$ cat src/rtl/d2l_pkg.sv
// Shared definitions for the D2L dual-lane serial link (master and slave).
package d2l_pkg;
  localparam int D2L_DATA_W = 8;

  typedef enum logic {
    IDLE = 1'b0,
    RECV = 1'b1
  } d2l_state_t;

  localparam logic CS_ACTIVE = 1'b0;
endpackage

$ cat src/rtl/d2l_sync.sv
// Two-flop synchronizer for a group of asynchronous pins, with a per-bit reset value.
module d2l_sync #(
  parameter int           W       = 1,
  parameter logic [W-1:0] RST_VAL = '0
) (
  input  logic         i_clk,
  input  logic         i_rst,
  input  logic [W-1:0] i_d,
  output logic [W-1:0] o_q
);
  logic [W-1:0] r_s1, r_s2;

  always_ff @(posedge i_clk) begin
    if (i_rst) begin
      r_s1 <= RST_VAL;
      r_s2 <= RST_VAL;
    end else begin
      r_s1 <= i_d;
      r_s2 <= r_s1;
    end
  end

  assign o_q = r_s2;
endmodule

$ cat src/rtl/d2l_slave.sv
// D2L receiver: synchronizes sclk/CS/DL1/DL0, shifts two bits per sclk rise
// and emits each completed word with a one-cycle valid strobe.
module d2l_slave
  import d2l_pkg::*;
#(
  parameter int DATA_W = D2L_DATA_W
) (
  input  logic              clk,
  input  logic              rst,
  input  logic              sclk,
  input  logic              CS,
  input  logic              DL0,
  input  logic              DL1,
  output logic [DATA_W-1:0] rx_data,
  output logic              rx_valid,
  output logic              frame_err,
  output logic              busy
);
  localparam int               CNT_W = $clog2(DATA_W/2) + 1;
  localparam logic [CNT_W-1:0] LAST  = CNT_W'(DATA_W/2 - 1);

  logic [3:0] w_sync;
  logic       w_cs_s, w_sclk_s, w_dl1_s, w_dl0_s, w_sclk_rise;

  // CS idles high so a reset never looks like the start of a frame
  d2l_sync #(.W(4), .RST_VAL(4'b1000)) u_sync (
    .i_clk (clk),
    .i_rst (rst),
    .i_d   ({CS, sclk, DL1, DL0}),
    .o_q   (w_sync)
  );

  assign {w_cs_s, w_sclk_s, w_dl1_s, w_dl0_s} = w_sync;

  d2l_state_t        r_state, w_state_nxt;
  logic              r_sclk_d;
  logic [CNT_W-1:0]  r_cnt, w_cnt_nxt;
  logic [DATA_W-1:0] r_shreg, w_shreg_nxt, w_pair_word;
  logic [DATA_W-1:0] r_rx_data, w_rx_data_nxt;
  logic              r_rx_valid, w_rx_valid_nxt;
  logic              r_frame_err, w_frame_err_nxt;
  logic              r_busy;

  assign w_sclk_rise = w_sclk_s & ~r_sclk_d;
  assign w_pair_word = DATA_W'({r_shreg, w_dl1_s, w_dl0_s});

  always_comb begin
    w_state_nxt     = r_state;
    w_cnt_nxt       = r_cnt;
    w_shreg_nxt     = r_shreg;
    w_rx_data_nxt   = r_rx_data;
    w_rx_valid_nxt  = 1'b0;
    w_frame_err_nxt = 1'b0;
    case (r_state)
      IDLE: begin
        if (w_cs_s == CS_ACTIVE) begin
          w_state_nxt = RECV;
          w_cnt_nxt   = '0;
          w_shreg_nxt = '0;
        end
      end
      RECV: begin
        if (w_sclk_rise) begin
          w_shreg_nxt = w_pair_word;
          if (r_cnt == LAST) begin
            w_cnt_nxt      = '0;
            w_rx_data_nxt  = w_pair_word;
            w_rx_valid_nxt = 1'b1;
          end else begin
            w_cnt_nxt = r_cnt + 1'b1;
          end
        end
        // The edge is folded in first, so a word finishing with CS rise is not an error
        if (w_cs_s != CS_ACTIVE) begin
          w_state_nxt     = IDLE;
          w_frame_err_nxt = (w_cnt_nxt != '0);
        end
      end
      default: w_state_nxt = IDLE;
    endcase
  end

  always_ff @(posedge clk) begin
    if (rst) begin
      r_state     <= IDLE;
      r_sclk_d    <= 1'b0;
      r_cnt       <= '0;
      r_shreg     <= '0;
      r_rx_data   <= '0;
      r_rx_valid  <= 1'b0;
      r_frame_err <= 1'b0;
      r_busy      <= 1'b0;
    end else begin
      r_state     <= w_state_nxt;
      r_sclk_d    <= w_sclk_s;
      r_cnt       <= w_cnt_nxt;
      r_shreg     <= w_shreg_nxt;
      r_rx_data   <= w_rx_data_nxt;
      r_rx_valid  <= w_rx_valid_nxt;
      r_frame_err <= w_frame_err_nxt;
      r_busy      <= (r_state == RECV);
    end
  end

  assign rx_data   = r_rx_data;
  assign rx_valid  = r_rx_valid;
  assign frame_err = r_frame_err;
  assign busy      = r_busy;
endmodule

$ cat config.mk
export PLATFORM = sky130hd
export DESIGN_NAME = d2l_slave
export DESIGN_NICKNAME = d
export VERILOG_FILES = /design/src/rtl/d2l_pkg.sv /design/src/rtl/d2l_sync.sv /design/src/rtl/d2l_slave.sv
export SDC_FILE = /design/constraint.sdc
export NUM_CORES = 1
export LEC_CHECK = 0
export CAP_MARGIN = 25
export CORE_MARGIN = 1.5
export CORE_UTILIZATION = 25
export DETAILED_ROUTE_END_ITERATION = 8
export MAX_ROUTING_LAYER = met4
export PLACE_DENSITY = 0.41
export SYNTH_ARGS = -nofsm -noshare
export SYNTH_HDL_FRONTEND = slang
export SYNTH_SLANG_ARGS = --single-unit
$ cat constraint.sdc
create_clock -name clk -period 1.7 [get_ports clk]
set_input_delay 0.255 -clock clk [delete_from_list [all_inputs] [get_ports clk]]
set_output_delay 0.255 -clock clk [all_outputs]
set_load 0.02 [all_outputs]
# Word level (Yosys, flattened, before mapping)
# Cells that the tools add are included.
# W data, S select, Z words.
[op_classes]
addsub = 1
muxes = 10
eq_ne = 3
n_bitwise = 5
n_reduce_logical = 5
[op_table]
columns = ["op", "n"]
rows = [
  ["$mux W3", 4],
  ["$mux W6", 2],
  ["$pmux W6 S2", 1],
  ["$pmux W3 S2", 1],
  ["$reduce_or A3 Y1", 2],
  ["$ne A2 B2 Y1 const B", 2],
  ["$not A1 Y1", 4],
  ["$add A3 B1 Y3 const B", 1],
  ["$eq A3 B2 Y1 const B", 1],
  ["$reduce_and A3 Y1", 1],
  ["$reduce_bool A3 Y1", 1],
  ["$mux W1", 2],
  ["$reduce_and A2 Y1", 1],
  ["$and A1 B1 Y1", 1],
]
[totals]
register_bits = 30
word_cells = 34

# Logic depth before layout (Yosys ltp)
# Gate-level depths: netlist (run 1).
[logic_depth]
word_depth = 5
ltp_mapped = 5

# By module
# Synthesis (run 1) repeated with hierarchy kept, for this count alone.
[hier_totals]
hier_cells = 115
hier_area_um2 = 1087.3
[by_module_without_submodules]
columns = ["mod", "area_each_um2", "instances", "cells_per_inst"]
rows = [
  ["d2l_slave", 877.1, 1, 99],
  ["d2l_sync", 210.2, 1, 16],
]

# Worst setup path before layout (run 1)
# No wires, ideal clock.
[synth_path]
path_kind = "register to register"
from = "register r_cnt[0]"
to = "register r_frame_err, in the netlist frame_err"
n_path_buf = 1
required_time_ns = 1.614
slack_ns = 0.572
stages_incl_launch_ff = 6
setup_ns = 0.086
t_arrival_ns = 1.043
cell_sequence = "dfxtp_1 ha_1 buf_4 nor2b_1 o21ai_0 a211oi_1"
[synth_between]
elab_chain_cells = 5
word_cells_on_any_way = 6
cone_classes = "add/sub (1); eq/ne (1); mux (3); reduce/logical (1)"
[synth_lines]
columns = ["element", "line", "text"]
rows = [
  ["start: declaration", "d2l_slave.sv:37", "logic [CNT_W-1:0] r_cnt, w_cnt_nxt;"],
  ["start signal: assignment", "d2l_slave.sv:96", "r_cnt <= w_cnt_nxt;"],
  ["$add A3 B1 Y3 or $eq A3 B2 Y1 (tied branches)", "d2l_slave.sv:70, d2l_slave.sv:65", ""],
  ["$mux W3", "d2l_slave.sv:65", "if (r_cnt == LAST) begin"],
  ["$mux W3 (*)", "d2l_slave.sv:63", "if (w_sclk_rise) begin"],
  ["$mux W3 (*)", "d2l_slave.sv:54", "case (r_state)"],
  ["$reduce_bool A3 Y1 (*)", "d2l_slave.sv:76", "w_frame_err_nxt = (w_cnt_nxt != '0);"],
  ["end signal: assignment", "d2l_slave.sv:100", "r_frame_err <= w_frame_err_nxt;"],
  ["end: declaration", "d2l_slave.sv:41", "logic r_frame_err, w_frame_err_nxt;"],
]
# Every way passes the cells marked *; elsewhere a longest branch is shown, timed or not. The select of a mux whose other input is x is not followed.
# A chain may end at the register's enable or synchronous reset.

# Worst setup path in the final report (run 1)
[layout_path]
from = "register r_rx_data[1], in the netlist rx_data[1]"
to = "output rx_data[1]"
[layout_lines]
columns = ["element", "line", "text"]
rows = [
  ["start: declaration", "d2l_slave.sv:39", "logic [DATA_W-1:0] r_rx_data, w_rx_data_nxt;"],
  ["start signal: assignment", "d2l_slave.sv:98", "r_rx_data <= w_rx_data_nxt;"],
  ["end: declaration", "d2l_slave.sv:14", "output logic [DATA_W-1:0] rx_data,"],
]
# No word-level cell between the ends.

==> flow_metrics.env, run 1 <==
export IMPL_stdcell_area_mm2=0.00141
export IMPL_setup_viol=0
export IMPL_ctsResizeCount=0
export IMPL_grt_usage=0.104
export IMPL_synth_commonest_cells="dfxtp_1, a21oi_1, nor2b_1"
export IMPL_holdWs_ns=0.413
export IMPL_cp_top_family="buffers and inverters"
export IMPL_cts_sinks=30
export IMPL_fmax_mhz=679
export IMPL_seq_power_share=0.559
export IMPL_hold_viol=0
export IMPL_yosysMostFrequentCell="dfxtp_1"
export IMPL_synth_area_mm2=0.00113
export IMPL_pwr_share_comb=0.034
export IMPL_synth_top_flop_cell="dfxtp_1"
export IMPL_slowest_stage="clkdlybuf4s50_1"
export IMPL_relSlewSlack=0.735
export IMPL_synth_area_leaders="dfxtp_1, a21oi_1, nor2b_1"
export IMPL_finalClockSkew_ns=0.00517
export IMPL_hpwl_mm=1.39
export IMPL_syn_inst=114
export IMPL_fp_coreArea_mm2=0.00435
export IMPL_htree_levels=2
export IMPL_critPathRequiredTime_ns=1.44
export IMPL_cp_buffers_inverters=1
export IMPL_outcome="finished, final reports clean"
export IMPL_r2r_slack_ns=0.45
export IMPL_fin_tns_setup_ns=0
export IMPL_cts_tree="done"
export IMPL_whs_endpoint="u_sync.o_q[3]"
export IMPL_worstSetupEndpointType="primary output"
export IMPL_rows=24
export IMPL_synth_cell_types=24
export IMPL_clock_path_buffers=2
export IMPL_leakage_nw=0.503
export IMPL_grt_overflow_total=0
export IMPL_cp_start_kind="flip-flop"
export IMPL_slew_viol_final=0
export IMPL_die_w_um=70.3
export IMPL_drv_cap=0
export IMPL_num_antenna_cells=0
export IMPL_worstPathMaxFanout=2
export IMPL_min_path_cells=1
export IMPL_seq_area_um2=601
export IMPL_cts_root_buf="clkbuf_8"
export IMPL_min_path_type="reg2reg"
export IMPL_grt_pass1_wl_mm=3.80
export IMPL_r2r_end="frame_err"
export IMPL_cp_cell_sequence="clkdlybuf4s50_1"
export IMPL_ys_warn_count=0
export IMPL_peakVddDrop_v=0.000385
export IMPL_postCtsSetupRepairBufs=0
export IMPL_cp_arrival_ns=1.22
export IMPL_insertion_delay_ns=0.28
export IMPL_viasPerCell=4.74
export IMPL_min_period_over_period=0.867
export IMPL_layout_nets=139
export IMPL_ant_nets=0
export IMPL_min_delay_start="u_sync.r_s1[3]"
export IMPL_period_needed_ns=1.47
export IMPL_fp_dieH_um=70.3
export IMPL_antenna_found_initial=0
export IMPL_hold_buffers=0
export IMPL_routabilityCongestion=0.703
export IMPL_p_per_area_mw_per_mm2=914
export IMPL_fillers=447
export IMPL_pwr_share_clk=0.407
export IMPL_io_buffers=16
export IMPL_netSwitchingFraction=0.207
export IMPL_yosysSeqAreaShare=0.530
export IMPL_path_class="reg2out"
export IMPL_synth_area_per_cell_um2=9.94
export IMPL_total_power_mw=1.28
export IMPL_clkTransAtPathRegs_ns=0.06
export IMPL_reg2reg_depth=5
export IMPL_ys_seq_elements=30
export IMPL_fp_dieArea_mm2=0.00495
export IMPL_cts_buffers=5
export IMPL_synth_top_area_frac=0.530
export IMPL_io_pins=17
export IMPL_wire_per_inst_um=12.2
export IMPL_max_stage_delay_ns=0.61
export IMPL_async_flop_share=0
export IMPL_wl_mm=2.24
export IMPL_dr_total_vias=873
export IMPL_synth_edf_count=0
export IMPL_drt_pass1_iterations=4
export IMPL_yosysTopAreaCell="dfxtp_1"
export IMPL_multiInputGateArea_um2=454
export IMPL_r2r_start="r_cnt[0]"
export IMPL_post_route_drc_count=0
export IMPL_worstMarginPinSlew_ns=0.397
export IMPL_placed_area_mm2=0.00133
export IMPL_layout_drive_gt1_share=0.121
export IMPL_synthToLayoutAreaGrowth_pct=24.1
export IMPL_grt_pass1_vias=805
export IMPL_grt_max_degree=30
export IMPL_synth_nets=121
export IMPL_initial_utilization=0.260
export IMPL_p_int_mw=1.02
export IMPL_drtIter0Drc=57
export IMPL_rsz0062_at_grt="false"
export IMPL_p_sw_mw=0.266
worst max path at each step:
stage	start	endpoint	slack [ns]	cells after the start
floorplan	r_cnt[0]	frame_err	0.57	5
global placement	rst	frame_err	0.39	5
detailed placement	rst	frame_err	0.34	5
CTS	rx_data[1]	rx_data[1]	0.21	1
global route	rx_data[7]	rx_data[7]	0.18	1
finish	rx_data[1]	rx_data[1]	0.23	1
kinds of logic after synthesis:
| kind of cell | Yosys count | share of synthesized area |
|---|---|---|
| and+or+nand+nor | 46 | 0.262 |
| DFF | 30 | 0.530 |
| AOI/OAI and AO/OA | 27 | 0.128 |
| buffers and inverters | 10 | 0.0695 |
| adders and majority gates | 1 | 0.0110 |
power groups by stage:
stage | registers [mW] | clock network (mW) | logic (mW)
after floorplan | 0.733 | 0 | 0.0242
after global placement | 0.734 | 0 | 0.0439
after detailed placement | 0.734 | 0 | 0.0446
after CTS | 0.718 | 0.540 | 0.0446
after global routing | 0.719 | 0.584 | 0.0474
final | 0.718 | 0.523 | 0.0435
through the flow:
step	setup slack (ns)	instances	utilization
floorplan	0.572	114	-
global placement	0.386	177	0.305
detailed placement	0.336	177	0.305
CTS	0.207	184	0.323
global route	0.176	184	0.323
finish	0.226	184	0.323
state kept, by name (all words and copies together) (netlist names):
signal	cells
r_cnt	3
rx_data	8
r_shreg	6
busy	1
u_sync.r_s1	4
frame_err	1
u_sync.o_q	4
r_sclk_d	1
r_state	1
rx_valid	1
final cells by class:
class,count,area share
clock buffers,7,0.0543
multi-input cells,74,0.323
flip-flops and latches,30,0.427
well taps,52,0.0463
repair buffers,21,0.149
layer usage:
metal	up-vias	GRT usage	routed length (um)
li1	432	-	-
met1	419	0.116	1050
met2	17	0.158	1030
met3	5	0.0476	120
met4	0	0.0513	44
met5	-	-	0
cells in the final DEF (no fill, tap or decap):
cell and n:
dfxtp_1 30, a21oi_1 16, clkdlybuf4s50_1 16, nor2b_1 10, nand3_1 9, o21ai_0 8, nand2_1 7, nand4b_1 7
clkbuf_8 5, buf_4 4, nand3b_1 3, or2_2 3, nand2b_1 2, clkbuf_1 2, and3b_1 1, nor2_1 1
nand4b_4 1, o21ai_2 1, a21oi_2 1, nor3_1 1, nor4_1 1, a211oi_1 1, ha_1 1, buf_12 1
No activity file was read; power rests on OpenSTA's default activity.
==> run 2: changes to the inputs <==
- clock period: 1.7 -> 1.85 ns (I/O delays scaled with it)
==> run 2 against run 1 <==
Cell count is the same. Non-clock buffer count shrank 1. Critical path depth is the same. Largest cell class unchanged.
==> flow_metrics.env, run 2 (synthesis gave the netlist of run 1 again) <==
export IMPL_rsz0062_at_grt="false"
export IMPL_antenna_found_initial=0
export IMPL_period_needed_ns=1.51
export IMPL_cp_start_kind="flip-flop"
export IMPL_p_sw_mw=0.262
export IMPL_cp_buffers_inverters=1
export IMPL_total_power_mw=1.24
export IMPL_max_stage_delay_ns=0.60
export IMPL_drv_cap=0
export IMPL_finalClockSkew_ns=0.00663
export IMPL_leakage_nw=0.509
export IMPL_hold_viol=0
export IMPL_setup_viol=0
export IMPL_peakVddDrop_v=0.000351
export IMPL_layout_commonest_cell="dfxtp_1"
export IMPL_io_pins=17
export IMPL_grt_overflow_total=0
export IMPL_initial_utilization=0.260
export IMPL_ctsResizeCount=0
export IMPL_pwr_share_comb=0.033
export IMPL_worstMarginPinSlew_ns=0.671
export IMPL_cp_cell_sequence="clkdlybuf4s50_1"
export IMPL_cts_buffers=5
export IMPL_cp_arrival_ns=1.23
export IMPL_critPathRequiredTime_ns=1.57
export IMPL_layout_drive_gt1_share=0.129
export IMPL_die_w_um=70.3
export IMPL_pwr_share_clk=0.435
export IMPL_wire_per_inst_um=12.1
export IMPL_fmax_mhz=664
export IMPL_final_cell_mix="dfxtp_1, a21oi_1, clkdlybuf4s50_1"
export IMPL_slowest_stage="clkdlybuf4s50_1"
export IMPL_stdcell_area_mm2=0.00141
export IMPL_postCtsSetupRepairBufs=0
export IMPL_final_cells=184
export IMPL_min_period_over_period=0.814
export IMPL_wl_mm=2.23
export IMPL_fp_dieH_um=70.3
export IMPL_clock_path_buffers=2
export IMPL_hold_buffers=0
export IMPL_dp_slack_ns=0.406
export IMPL_fp_coreArea_mm2=0.00435
export IMPL_setup_ws_ns=0.344
export IMPL_p_int_mw=0.978
export IMPL_min_path_type="reg2reg"
export IMPL_cp_top_family="buffers and inverters"
export IMPL_routabilityCongestion=0.749
export IMPL_cts_root_buf="clkbuf_8"
export IMPL_seq_power_share=0.532
export IMPL_cts_sinks=30
export IMPL_layout_nets=138
export IMPL_largest_reg_flops=8
export IMPL_drtIter0Drc=37
export IMPL_dr_total_vias=859
export IMPL_outcome="finished, final reports clean"
export IMPL_grt_pass1_wl_mm=3.80
export IMPL_ant_nets=0
export IMPL_slew_viol_final=0
export IMPL_placed_cells=176
export IMPL_placed_area_mm2=0.00132
export IMPL_p_per_area_mw_per_mm2=877
export IMPL_grt_max_degree=18
export IMPL_hpwl_mm=1.46
export IMPL_drt_pass1_iterations=4
export IMPL_grt_pass1_vias=770
export IMPL_worstPathMaxFanout=2
export IMPL_cts_tree="done"
export IMPL_post_route_drc_count=0
export IMPL_num_antenna_cells=0
export IMPL_clkTransAtPathRegs_ns=0.07
export IMPL_fin_tns_setup_ns=0
export IMPL_insertion_delay_ns=0.28
export IMPL_htree_levels=2
export IMPL_netSwitchingFraction=0.211
export IMPL_io_buffers=16
export IMPL_rows=24
export IMPL_relSlewSlack=0.552
export IMPL_worstSetupEndpointType="primary output"
export IMPL_synthToLayoutAreaGrowth_pct=24.7
export IMPL_fp_dieArea_mm2=0.00495
export IMPL_path_class="reg2out"
export IMPL_grt_usage=0.103
export IMPL_viasPerCell=4.67
run 2: cell count changes in the layout (fill, tap and decap cells not counted):
| cell | before | now |
|---|---|---|
| buf_4 | 4 | 3 |
| clkbuf_1 | 2 | 1 |
| clkbuf_8 | 5 | 6 |
| clkinv_2 | 0 | 1 |
run 2: area by class of cell:
cell class,count,area (um^2)
Fill cell,451,2940
Sequential cell,30,601
Multi-Input combinational cell,74,454
Timing Repair Buffer,20,203
Clock inverter,1,5.00
Tap cell,52,65.1
Clock buffer,7,86.3
run 2: per-layer routing:
layer / routed length [um] / vias up / global-route usage
met5: 0 / - / -
met4: 76 / 0 / 0.0769
met3: 74 / 8 / 0.0303
met2: 982 / 13 / 0.144
met1: 1100 / 409 / 0.125
li1: - / 429 / -
run 2: power by group through the flow:
stage | Sequential [mW] | Clock [mW] | Combinational (mW)
floorplan | 0.674 | 0 | 0.0222
finish | 0.660 | 0.539 | 0.0414
CTS | 0.660 | 0.561 | 0.0420
detailed placement | 0.674 | 0 | 0.0421
global placement | 0.674 | 0 | 0.0414
global route | 0.660 | 0.589 | 0.0457
run 2: worst paths after layout:
| check | from | cells past startpoint | slack, ns | endpoint |
|---|---|---|---|---|
| max reg2reg | r_cnt[2] | 3 | 0.35 | frame_err |
| min | u_sync.r_s1[3] | 1 | 0.40 | u_sync.o_q[3] |
| max | rx_data[7] | 1 | 0.34 | rx_data[7] |
| min reg2reg | u_sync.r_s1[3] | 1 | 0.40 | u_sync.o_q[3] |
run 2: metrics by stage:
| stage | hold WS [ns] | utilization |
|---|---|---|
| after global routing | 0.434 | 0.325 |
| after detailed placement | 0.395 | 0.304 |
| after global placement | 0.392 | 0.304 |
| after floorplan | 0.361 | - |
| final | 0.401 | 0.325 |
| after CTS | 0.403 | 0.325 |
==> edit (flow settings as in run 1) <==
Put one more register stage on the output `rx_data`. The value now appears one clock later. The other outputs are not delayed to match.
--- a/src/rtl/d2l_slave.sv
+++ b/src/rtl/d2l_slave.sv
@@ -102,7 +102,9 @@
     end
   end
 
-  assign rx_data   = r_rx_data;
+  always_ff @(posedge clk) begin
+    rx_data <= r_rx_data;
+  end
   assign rx_valid  = r_rx_valid;
   assign frame_err = r_frame_err;
   assign busy      = r_busy;
Function: same outputs for any inputs over 10 cycles, from zero or initial values and one cycle with rst high; that may be too few to reach the edited logic, so the function may still have changed.
==> edit against run 1 <==
- wire length is 2.1% higher
- first-iteration DRC count down 16%
- die area up 16%
- largest cell class unchanged
- worst hold slack worse by 62 ps
- final area rose by 16%
- critical path depth is the same
- final cell count is 15% higher
- sequential power rose by 26%
- sequential cell count grew 8
- area after synthesis is 17% higher
- worst setup slack better by 23 ps
- total power up 24%
==> edit: results (changes against run 1) <==
Setup path
  – R2R Path End: r_rx_data[6]
  – Reg2Reg Setup Slack: 380 ps (-70 ps)
  – Cell family with most CP delay: buffers and inverters
  – Crit-path max cell delay: 600 ps
  – Slowest cell on crit path: clkdlybuf4s50_1
  – Cells on worst reg2reg path: 4 (-1)
  – Crit path launch: busy
  – CP max FO: 1 (-1)
  – R2r startpoint: r_cnt[0]
  – Worst Setup EP: busy

Placed design
  – Port bufs: 16 (unchanged)
  – Area post-placement: 1544 um^2 (+16%)
  – Hpwl dp: 1.429 mm (+3.1%)
  – GPL Wtd Cong: 0.6473 (-7.9%)

Power
  – Max VDD drop: 0.2574 mV (-33%)
  – Leakage power: 0.0005852 uW (+16%)

Routing
  – Drt first pass iters: 4 (unchanged)
  – Total Routed Length: 2.288 mm (+2.1%)
  – DR vias/cell: 4.142 (-13%)
  – Initial DRC Count: 48 (-16%)

Logic synthesis
  – Synth Warn #: 0 (unchanged)
  – Commonest cells in the synthesized netlist: dfxtp_1 (38), nand3_1 (13), a21oi_2 (10), nor2b_1 (10), o21ai_1 (8)
  – Area contributors post-synth: dfxtp_1 (57%), a21oi_2 (6.6%), nand3_1 (4.9%), nor2b_1 (4.7%), nand3_2 (3.0%)
  – Post-Syn Nets: 131 (+8.3%)
  – Synth Flop Type: dfxtp_1
  – Synth async-reset ratio: 0% (unchanged)
  – Netlist cell types: 26 (+8.3%)
  – Post-synthesis sequential area ratio: 57.30% (+4.3 points)

Clock tree
  – H-tree Lvls: 2 (unchanged)
  – Cts bufs inserted: 5 (unchanged)
  – Post-CTS sizing: 0 (unchanged)
  – Clk pin slew, worst setup/hold paths: 70 ps
  – Deepest clock path buffer count: 2 (unchanged)
  – Worst-Skew Late Latency: 290 ps
  – Clock Tree Root: clkbuf_8
  – Setup bufs post-CTS: 0 (unchanged)

Global routing
  – Vias in the first global route: 795 (-1.2%)
  – Largest net degree at the start of global routing: 27 (-10%)
  – First-pass GRT wire length: 3.877 mm (+2.0%)
  – Initial antenna violation count: 0 (unchanged)
  – GRT Total Usage: 9.661% (-0.77 points)

Cells and area
  – Ant. Diodes: 0 (unchanged)
  – Fin nets: 148 (+6.5%)
  – FILL cells: 538 (+20%)
  – Layout cells sized above 1: 18.31% (+6.2 points)
  – Top Registers: r_rx_data: 8 flops, rx_data: 8 flops, r_shreg: 6 flops

Worst hold path
  – Hold Crit Class: reg2reg

STA
  – Slew @ Worst Pin: 427.3 ps (+30.61 ps)
  – Final setup violation count: 0 (unchanged)
  – Layout Skew: 5.298 ps (+0.1308 ps)

Status
  – Outcome: complete, no violations
## edit: area by class of cell
class,count,area [um^2],share of cell area [%]
inverters,2,7.507,0.4591
clock buffers,7,86.33,5.279
clock inverters,1,5.005,0.3060
repair buffers,19,195.2,11.94
multi-input cells,75,493.0,30.15
well taps,70,87.58,5.356
flip-flops and latches,38,760.7,46.52
## edit: cell families after synthesis
kind of cell    count (synthesis)  synth area share (%)
fa+ha+maj                       1                0.9424
mux                             1                0.7540
buf+inv                        11                 5.560
compound gates                 27                 14.42
flops                          38                 57.30
simple gates                   46                 21.02
## edit: where the power goes
part | internal (uW) | switching, uW
clock | 327 | 306
combinational | 24.1 | 23.2
sequential | 900 | 6.12
total | 1250 | 336
## edit: layer usage
metal,wire (um),GRT usage (%)
met4,48,5.357
met1,1194,12.29
met2,946,12.66
met5,0,-
met3,97,4.101
## edit: stage by stage
stage          worst slack (ps)  util [%]  total power (uW)  cells
6_report                  249.6     32.02              1587    212
5_1_grt                   210.0     32.02              1654    212
2_1_floorplan             411.2         -             952.8    124
4_1_cts                   233.8     32.02              1609    212
3_5_place_dp              341.7     30.23             974.7    204
3_3_place_gp              379.4     30.23             975.2    204
## edit: worst min-delay path by stage
stage | from | end | slack (ps) | cells after the start
after floorplan | r_rx_data[0] | rx_data[0] | 330 | 0
after global placement | r_rx_data[4] | rx_data[4] | 330 | 0
after detailed placement | r_rx_data[0] | rx_data[0] | 340 | 0
after CTS | r_rx_data[0] | rx_data[0] | 350 | 0
after global routing | r_rx_data[7] | rx_data[7] | 360 | 0
final | r_rx_data[0] | rx_data[0] | 350 | 0
